[src/rtl/alu_arb_pkg.sv]
// alu_arb_pkg: op encodings, FSM states, per-op latency and error constants for alu_arbiter
package alu_arb_pkg;
  localparam logic [2:0] OP_ADD = 3'b000;
  localparam logic [2:0] OP_SUB = 3'b001;
  localparam logic [2:0] OP_MUL = 3'b010;
  localparam logic [2:0] OP_DIV = 3'b011;
  localparam logic [2:0] OP_SLT = 3'b100;
  localparam logic [31:0] ERR_DIV0_RESULT = 32'hFFFF_FFFF;
  typedef enum logic {IDLE, EXEC} state_t;
  function automatic int lat_of(input logic [2:0] op, input int mul_lat, input int div_lat);
    return op == OP_MUL ? mul_lat : op == OP_DIV ? div_lat : 1;
  endfunction
endpackage

[src/rtl/alu_arbiter_rr_arb2.sv]
// rr_arb2: two-input arbiter, one-hot grant combinational from requests; ALU_ARB_RR_EN selects round-robin, else fixed priority to port 0
module rr_arb2 (
  input  logic       clk,
  input  logic       rst,
  input  logic [1:0] req,
  input  logic       hs,
  output logic [1:0] grant
);
  logic last_grant;
  // remember which port won the most recent handshake; reset favours port 0 next
  always_ff @(posedge clk)
    if (rst) last_grant <= 1'b1;
    else if (hs) last_grant <= grant[1];
`ifdef ALU_ARB_RR_EN
  assign grant = req == 2'b11 ? (last_grant ? 2'b01 : 2'b10) : req;
`else
  logic unused_last_grant;
  assign unused_last_grant = last_grant;
  assign grant = req[0] ? 2'b01 : {req[1], 1'b0};
`endif
endmodule

[src/rtl/alu_arbiter.sv]
// alu_arbiter: shares one combinational MIPS ALU between two requesters with per-op latency; ALU_ARB_RR_EN enables round-robin arbitration
module alu_arbiter
  import alu_arb_pkg::*;
#(
  parameter int MUL_LAT = 3,
  parameter int DIV_LAT = 8,
  parameter int CNT_W   = 4
) (
  input  logic        clk,
  input  logic        rst,
  input  logic        req0_valid,
  input  logic [2:0]  req0_op,
  input  logic [31:0] req0_a,
  input  logic [31:0] req0_b,
  output logic        req0_ready,
  input  logic        req1_valid,
  input  logic [2:0]  req1_op,
  input  logic [31:0] req1_a,
  input  logic [31:0] req1_b,
  output logic        req1_ready,
  output logic        resp0_valid,
  output logic        resp1_valid,
  output logic [31:0] resp_result,
  output logic        resp_err,
  output logic        busy,
  output logic [2:0]  alu_con,
  output logic [31:0] alu_a,
  output logic [31:0] alu_b,
  input  logic [31:0] alu_result
);
  state_t state, state_nx;
  logic [1:0] grant;
  logic hs, illegal, div0, bad, owner, err_q;
  logic [2:0] sel_op, op_q;
  logic [31:0] sel_a, sel_b, a_q, b_q, err_res_q;
  logic [CNT_W-1:0] cnt;
  rr_arb2 u_arb (
    .clk  (clk),
    .rst  (rst),
    .req  ({req1_valid, req0_valid} & {2{state == IDLE}}),
    .hs   (hs),
    .grant(grant)
  );
  assign req0_ready = grant[0];
  assign req1_ready = grant[1];
  assign hs      = |grant;
  assign sel_op  = grant[1] ? req1_op : req0_op;
  assign sel_a   = grant[1] ? req1_a : req0_a;
  assign sel_b   = grant[1] ? req1_b : req0_b;
  assign illegal = sel_op > OP_SLT;
  assign div0    = sel_op == OP_DIV && sel_b == '0;
  assign bad     = illegal | div0;
  // state register
  always_ff @(posedge clk)
    if (rst) state <= IDLE;
    else state <= state_nx;
  // next state: leave IDLE on a handshake, return when the latency counter expires
  always_comb
    state_nx = state == IDLE ? (hs ? EXEC : IDLE) : (cnt == '0 ? IDLE : EXEC);
  // ALU drive: latched operands only while executing, zero otherwise
  always_comb begin
    busy    = state == EXEC;
    alu_con = busy ? op_q : '0;
    alu_a   = busy ? a_q : '0;
    alu_b   = busy ? b_q : '0;
  end
  // operand capture on handshake, latency countdown, and registered response
  always_ff @(posedge clk)
    if (rst) begin
      op_q        <= '0;
      a_q         <= '0;
      b_q         <= '0;
      err_q       <= 1'b0;
      err_res_q   <= '0;
      owner       <= 1'b0;
      cnt         <= '0;
      resp_result <= '0;
      resp_err    <= 1'b0;
      resp0_valid <= 1'b0;
      resp1_valid <= 1'b0;
    end else begin
      resp0_valid <= 1'b0;
      resp1_valid <= 1'b0;
      if (hs) begin
        op_q      <= bad ? '0 : sel_op;
        a_q       <= bad ? '0 : sel_a;
        b_q       <= bad ? '0 : sel_b;
        err_q     <= bad;
        err_res_q <= illegal ? '0 : ERR_DIV0_RESULT;
        owner     <= grant[1];
        cnt       <= CNT_W'(lat_of(sel_op, MUL_LAT, DIV_LAT) - 1);
      end else if (state == EXEC) begin
        cnt <= cnt - 1'b1;
        if (cnt == '0) begin
          resp_result <= err_q ? err_res_q : alu_result;
          resp_err    <= err_q;
          resp0_valid <= ~owner;
          resp1_valid <= owner;
        end
      end
    end
endmodule

[config.mk]
export PLATFORM = sky130hd
export DESIGN_NAME = alu_arbiter
export DESIGN_NICKNAME = d
export VERILOG_FILES = /design/src/rtl/alu_arb_pkg.sv /design/src/rtl/alu_arbiter_rr_arb2.sv /design/src/rtl/alu_arbiter.sv
export SDC_FILE = /design/constraint.sdc
export NUM_CORES = 1
export LEC_CHECK = 0
export ABC_AREA = 1
export BUFFER_PORTS_ARGS = -buffer_cell sky130_fd_sc_hd__buf_2
export CORE_MARGIN = 10
export CORE_UTILIZATION = 48
export CTS_CLUSTER_SIZE = 28
export DETAILED_ROUTE_END_ITERATION = 12
export GPL_TIMING_DRIVEN = 1
export PLACE_DENSITY = 0.89
export SLEW_MARGIN = 10
export SYNTH_ARGS = -nofsm -noshare
export SYNTH_HDL_FRONTEND = slang
export SYNTH_SLANG_ARGS = --single-unit
[constraint.sdc]
create_clock -name clk -period 2.65 [get_ports clk]
set_clock_uncertainty 0.2 [all_clocks]
set_input_delay 0.265 -clock clk [delete_from_list [all_inputs] [get_ports clk]]
set_output_delay 0.265 -clock clk [all_outputs]
set_load 0.05 [all_outputs]
==> results.json, run 1 <==
{
  "cp_data_required_time_ns": 2.65,
  "via_per_inst": 5.023,
  "min_from": "req1_valid",
  "yosys_most_used_dff": "dfxtp_1",
  "slew_headroom_pct": 41.81,
  "timing.rr.end": "a_q[1]",
  "fin_setup_tns_ns": 0,
  "netlist.top_cell.by_area": "dfxtp_1",
  "insertion_delay_ns": 0.34,
  "n_fill_cell": 1203,
  "cp-endpoint": "a_q[1]",
  "crit_family": "simple AND/OR/NAND/NOR gates",
  "path_max_fanout": 19,
  "htreeDepth": 3,
  "syn-cell-area_sq_um": 6108,
  "reg2reg_slack_ns": 0.18,
  "postRouteAntennaNets": 0,
  "syn_nets": 1173,
  "grtUsageTotal_pct": 22.20,
  "yosysMostFrequentCell": "nand2_1",
  "cts_made_buffers": 9,
  "die_height_microns": 132.8,
  "grt_overflow": 0,
  "ios": 275,
  "place_hpwl_microns": 15180,
  "outcome": "completed",
  "start_util_pct": 48.80,
  "worst-path-buf-inv": 1,
  "irDropWorstVdd_mv": 0.3877,
  "fp.coreArea_sq_um": 12520,
  "worst_pin_slew_ns": 0.8708,
  "clock_sinks": 110,
  "drive_above_1_share_pct": 26.47,
  "cp-start-kind": "flip-flop",
  "synth_edf_count": 0,
  "grt_setup_unrepaired": "false",
  "cp_num_cells": 11,
  "wire_per_inst_microns": 14.84,
  "holdBufCountCts": 0,
  "drv_slew": 0,
  "rr_worst_depth": 11,
  "clock-root-buffer": "clkbuf_16",
  "synth-seq-cells": 110,
  "fin_crit_ns": 2.466,
  "grt_max_degree": 70,
  "synth_top_cell_area_share_pct": 36.05,
  "critical_path_class": "reg2reg",
  "regToRegStartpoint": "busy",
  "syn_avg_cell_area_sq_um": 6.096,
  "hold_ws_ns": 0.07655,
  "holdCritPathClass": "in2reg",
  "ys_seq_area_share_pct": 36.05,
  "power.density_nw_per_um2": 672.4,
  "slowest_stage": "dfxtp_4",
  "die_area_sq_um": 17640,
  "die_x_microns": 132.8,
  "utilization_pct": 63.15,
  "antenna_found_initial": 1,
  "clockBufferDepth": 2,
  "routed_wl_microns": 21020,
  "drv_cap": 0,
  "drc": 0,
  "dr.first_iter.drc_count": 572,
  "p_leak_nw": 4.508,
  "cpPeakStageDelay_ns": 0.36,
  "nets": 1410,
  "endpoint_kind": "flip-flop",
  "async_flop_share_pct": 0,
  "synth.distinct_cells": 29,
  "netlist_top_cells_area": "dfxtp_1 (36%), nand2_1 (21%), a21oi_1 (11%), inv_1 (9.5%), nand3_1 (7.6%)",
  "synthTopCellsByCount": "nand2_1 (337), inv_1 (155), a21oi_1 (134)",
  "grt_pass1_wl_microns": 33240,
  "post-route-period-util_pct": 93.06,
  "port_buffers": 274,
  "max_clock_freq_mhz": 405.5,
  "dr_total_vias": 7112,
  "layout_setup_ws_ns": 0.1840,
  "placementRows": 41,
  "finalNonFillerCells": 1416,
  "clk_pin_slew_ns": 0.07,
  "globalplace.congestion": 0.8901,
  "path_cells": "buf_4 > nor2_4 > nand3_1 > nand2_1 > nand2_1 > nor2_1 > nand2_1 > nor2_2 > nand3_4 > nand3_1 > a21oi_1",
  "dpl_worst_slack_ns": 0.09165,
  "place_inst": 1398,
  "grt_pass1_vias": 6781,
  "crit_top_cell": "nand2_1",
  "crit_start": "busy",
  "syn_inst": 1002,
  "setup_viol": 0,
  "firstDrtPassIters": 4,
  "yosysWarnings": 0,
  "final_hold_viol_count": 0,
  "arrival_ns": 2.46,
  "cts_tree": "yes",
  "syn2layout_area_growth_pct": 29.41
}
state kept, by name, summed over array words and instances (netlist names):
name	count
err_q	1
resp_result	32
owner	1
a_q	32
resp_err	1
busy	1
cnt	4
resp1_valid	1
err_res_q	1
op_q	3
b_q	32
resp0_valid	1
through the flow:
| step | instance area, sq um | total power (W) |
|---|---|---|
| floorplan | 6111 | 0.003400 |
| detailed placement | 7552 | 0.003952 |
| global placement | 7552 | 0.003922 |
| CTS | 7853 | 0.005327 |
| global route | 7905 | 0.005612 |
| finish | 7905 | 0.005315 |
metal layers:
layer	GRT usage, %	part of all wire, %
met5	0	0
met2	36.55	48
met1	27.87	42
met3	4.656	7.5
met4	8.130	2.0
final cells by class:
cell class                      instances  area, sq um  area share [%]
Timing Repair Buffer                  293         1554           19.66
Multi-Input combinational cell        666         3028           38.30
Inverter                              159        599.3           7.582
Sequential cell                       110         2206           27.90
Clock inverter                          3        43.79          0.5540
Tap cell                              172        215.2           2.722
Antenna cell                            1        2.502         0.03166
Clock buffer                           12        256.5           3.245
cells by family after synthesis:
group	synth area share [%]
AOI/OAI and AO/OA	15.75
adders and majority gates	0.2048
buffers and inverters	15.14
DFF	36.05
and+or+nand+nor	32.86
how the worst min path moves through the flow:
stage,to,slack [ns],depth (start not counted)
floorplan,resp0_valid,0.20,1
global placement,resp0_valid,0.23,1
detailed placement,resp0_valid,0.22,1
CTS,owner,0.07,3
global route,owner,0.09,3
finish,owner,0.08,3
worst reg2reg max path, cell delays in order (launching register included):
cell and delay [ns]:
dfxtp_4 0.36, buf_4 0.21, nor2_4 0.29, nand3_1 0.15, nand2_1 0.11, nand2_1 0.06
nor2_1 0.10, nand2_1 0.07, nor2_2 0.31, nand3_4 0.27, nand3_1 0.14, a21oi_1 0.07
layout by cell type (no fill, tap or decap), types with 9 or more instances in the layout:
cell         n
a21oi_1    134
buf_2      273
buf_4       17
clkbuf_16    9
dfxtp_1    109
inv_1      155
nand2_1    337
nand3_1     93
nor2_1      19
o21ai_0     46
timing repair:
item / in CTS / in global routing
setup endpoints to repair: 0 / 34
setup buffers: 0 / 1
gates resized for setup: 0 / 4
power breakdown:
| part | total [W] | internal (W) | switching, W |
|---|---|---|---|
| Sequential | 0.00196 | 0.00185 | 0.000111 |
| Combinational | 0.00196 | 0.000554 | 0.00141 |
| Clock | 0.00139 | 0.000782 | 0.000606 |
Note: power is estimated with default switching activity, not from simulation.
==> inputs of run 2 (changes only) <==
Settings changed: CORE_ASPECT_RATIO from default to 0.9, CORE_UTILIZATION 48 to 52, PLACE_DENSITY 0.89 to 0.87.
Clock period 2.65 ns to 2.9 ns, I/O delays scaled along.
==> run 2 against run 1 <==
  * Non-clock buffer count fell by 4
  * Register-to-register slack gained 0.05 ns
  * Count of clock-buffer cells in the layout shrank 1
  * Core utilization up 4.3 points
  * Sequential power fell by 8%
  * Wire length fell by 3.7%
  * Power is 12% lower
  * Clock power shrank 20%
  * Via count fell by 2.5%
  * First-iteration DRC count decreased by 4.4%
  * Largest cell class unchanged
  * Largest power group unchanged
==> results.json, run 2 (same netlist as run 1, synthesis figures left out) <==
{
  "outcome": "completed",
  "grt_overflow": 0,
  "grt_pass1_vias": 6540,
  "start_util_pct": 53.20,
  "cts_made_buffers": 9,
  "die_area_sq_um": 16490,
  "min_from": "alu_result[18]",
  "dr.first_iter.drc_count": 547,
  "final_hold_viol_count": 0,
  "arrival_ns": 2.21,
  "grt_pass1_wl_microns": 31920,
  "firstDrtPassIters": 5,
  "clockBufferDepth": 2,
  "use_met1_pct": 28.73,
  "final_common_cell": "nand2_1",
  "place_hpwl_microns": 15090,
  "die_height_microns": 122.8,
  "insertion_delay_ns": 0.33,
  "slowest_stage": "buf_4",
  "endpoint_kind": "output pin",
  "holdBufCountCts": 0,
  "grt_max_degree": 79,
  "cp_num_cells": 5,
  "cts_resized": 0,
  "htreeDepth": 3,
  "drv_slew": 0,
  "setup_viol": 0,
  "drc": 0,
  "max_clock_freq_mhz": 370.2,
  "holdCritPathClass": "in2reg",
  "syn2layout_area_growth_pct": 26.71,
  "final_cell_mix": "nand2_1 (337), buf_2 (273), inv_1 (155)",
  "post-route-period-util_pct": 93.14,
  "crit_start": "busy",
  "worst_pin_slew_ns": 0.8440,
  "timing.rr.end": "a_q[27]",
  "top_usage_layer": "met2",
  "cp-endpoint": "alu_b[2]",
  "top_regs": "a_q (32), b_q (32), resp_result (32)",
  "slew_headroom_pct": 43.59,
  "clock-root-buffer": "clkbuf_16",
  "cp-start-kind": "flip-flop",
  "path_cells": "buf_4 > buf_4 > nand2_1 > inv_1 > buf_2",
  "wire_per_inst_microns": 14.52,
  "fin_crit_ns": 2.701,
  "globalplace.congestion": 0.9313,
  "port_buffers": 274,
  "cp_data_required_time_ns": 2.41,
  "hold_ws_ns": 0.1237,
  "via_per_inst": 4.972,
  "path_max_fanout": 78,
  "die_x_microns": 134.2,
  "regToRegStartpoint": "busy",
  "power.density_nw_per_um2": 601.7,
  "irDropWorstVdd_mv": 0.5201,
  "placementRows": 37,
  "p_leak_nw": 4.447,
  "drv_cap": 0,
  "crit_family": "buffers and inverters",
  "ios": 275,
  "critical_path_class": "reg2out",
  "antenna_found_initial": 0,
  "rr_worst_depth": 13,
  "crit_top_cell": "buf_4",
  "clock_sinks": 110,
  "met3_usage_pct": 6.005,
  "reg2reg_slack_ns": 0.23,
  "clk_pin_slew_ns": 0.07,
  "cpPeakStageDelay_ns": 0.67,
  "cts_tree": "yes",
  "nets": 1405,
  "use_met2_pct": 38.49,
  "num_antenna_cells": 0,
  "post_cts_buffers": 0,
  "fp.coreArea_sq_um": 11480,
  "grt_setup_unrepaired": "false",
  "drive_above_1_share_pct": 25.93,
  "grtUsageTotal_pct": 23.06,
  "postRouteAntennaNets": 0,
  "dr_total_vias": 6931,
  "routed_wl_microns": 20240,
  "worst-path-buf-inv": 4,
  "fin_setup_tns_ns": 0
}
## run 2: layout make-up
class,count,area (sq um)
Inverter,159,599.3
Fill cell,1112,3741
Tap cell,156,195.2
Sequential cell,110,2206
Clock buffer,11,232.7
Multi-Input combinational cell,665,2995
Timing Repair Buffer,289,1486
Clock inverter,4,25.02
## run 2: per-stage QoR
stage	area (sq um)	instances	util, %	worst slack [ns]	power (W)
floorplan	6108	1002	-	0.1478	0.003106
global placement	7482	1379	65.17	0.2780	0.003563
detailed placement	7482	1379	65.17	0.1557	0.003580
CTS	7740	1394	67.42	0.1715	0.004683
global route	7740	1394	67.42	0.001942	0.004936
finish	7740	1394	67.42	0.1990	0.004657
## run 2: worst min-delay path by stage
stage	cells past startpoint	end
global placement	1	resp0_valid
floorplan	1	resp0_valid
CTS	3	owner
global route	3	owner
finish	5	resp_result[18]
detailed placement	1	resp0_valid
## run 2: power by group
group | switching, W | leakage (nW) | internal (W)
Clock | 0.000529 | 0.121 | 0.000577
Combinational | 0.00127 | 3.43 | 0.000489
Sequential | 0.000104 | 0.900 | 0.00169
Total | 0.00190 | 4.45 | 0.00276
## run 2: per-layer routing
layer  share of wire (%)  wire length [microns]
met1                  42                   8488
met2                  47                   9513
met3                 9.1                   1837
met4                 2.0                    397
met5                   0                      0
## run 2: worst min-delay path: cells and delay by family
kind                   cells  cell delay, ns
buffers and inverters      2            0.13
AND/OR/NAND/NOR            1            0.07
AO/OA/AOI/OAI              2            0.12
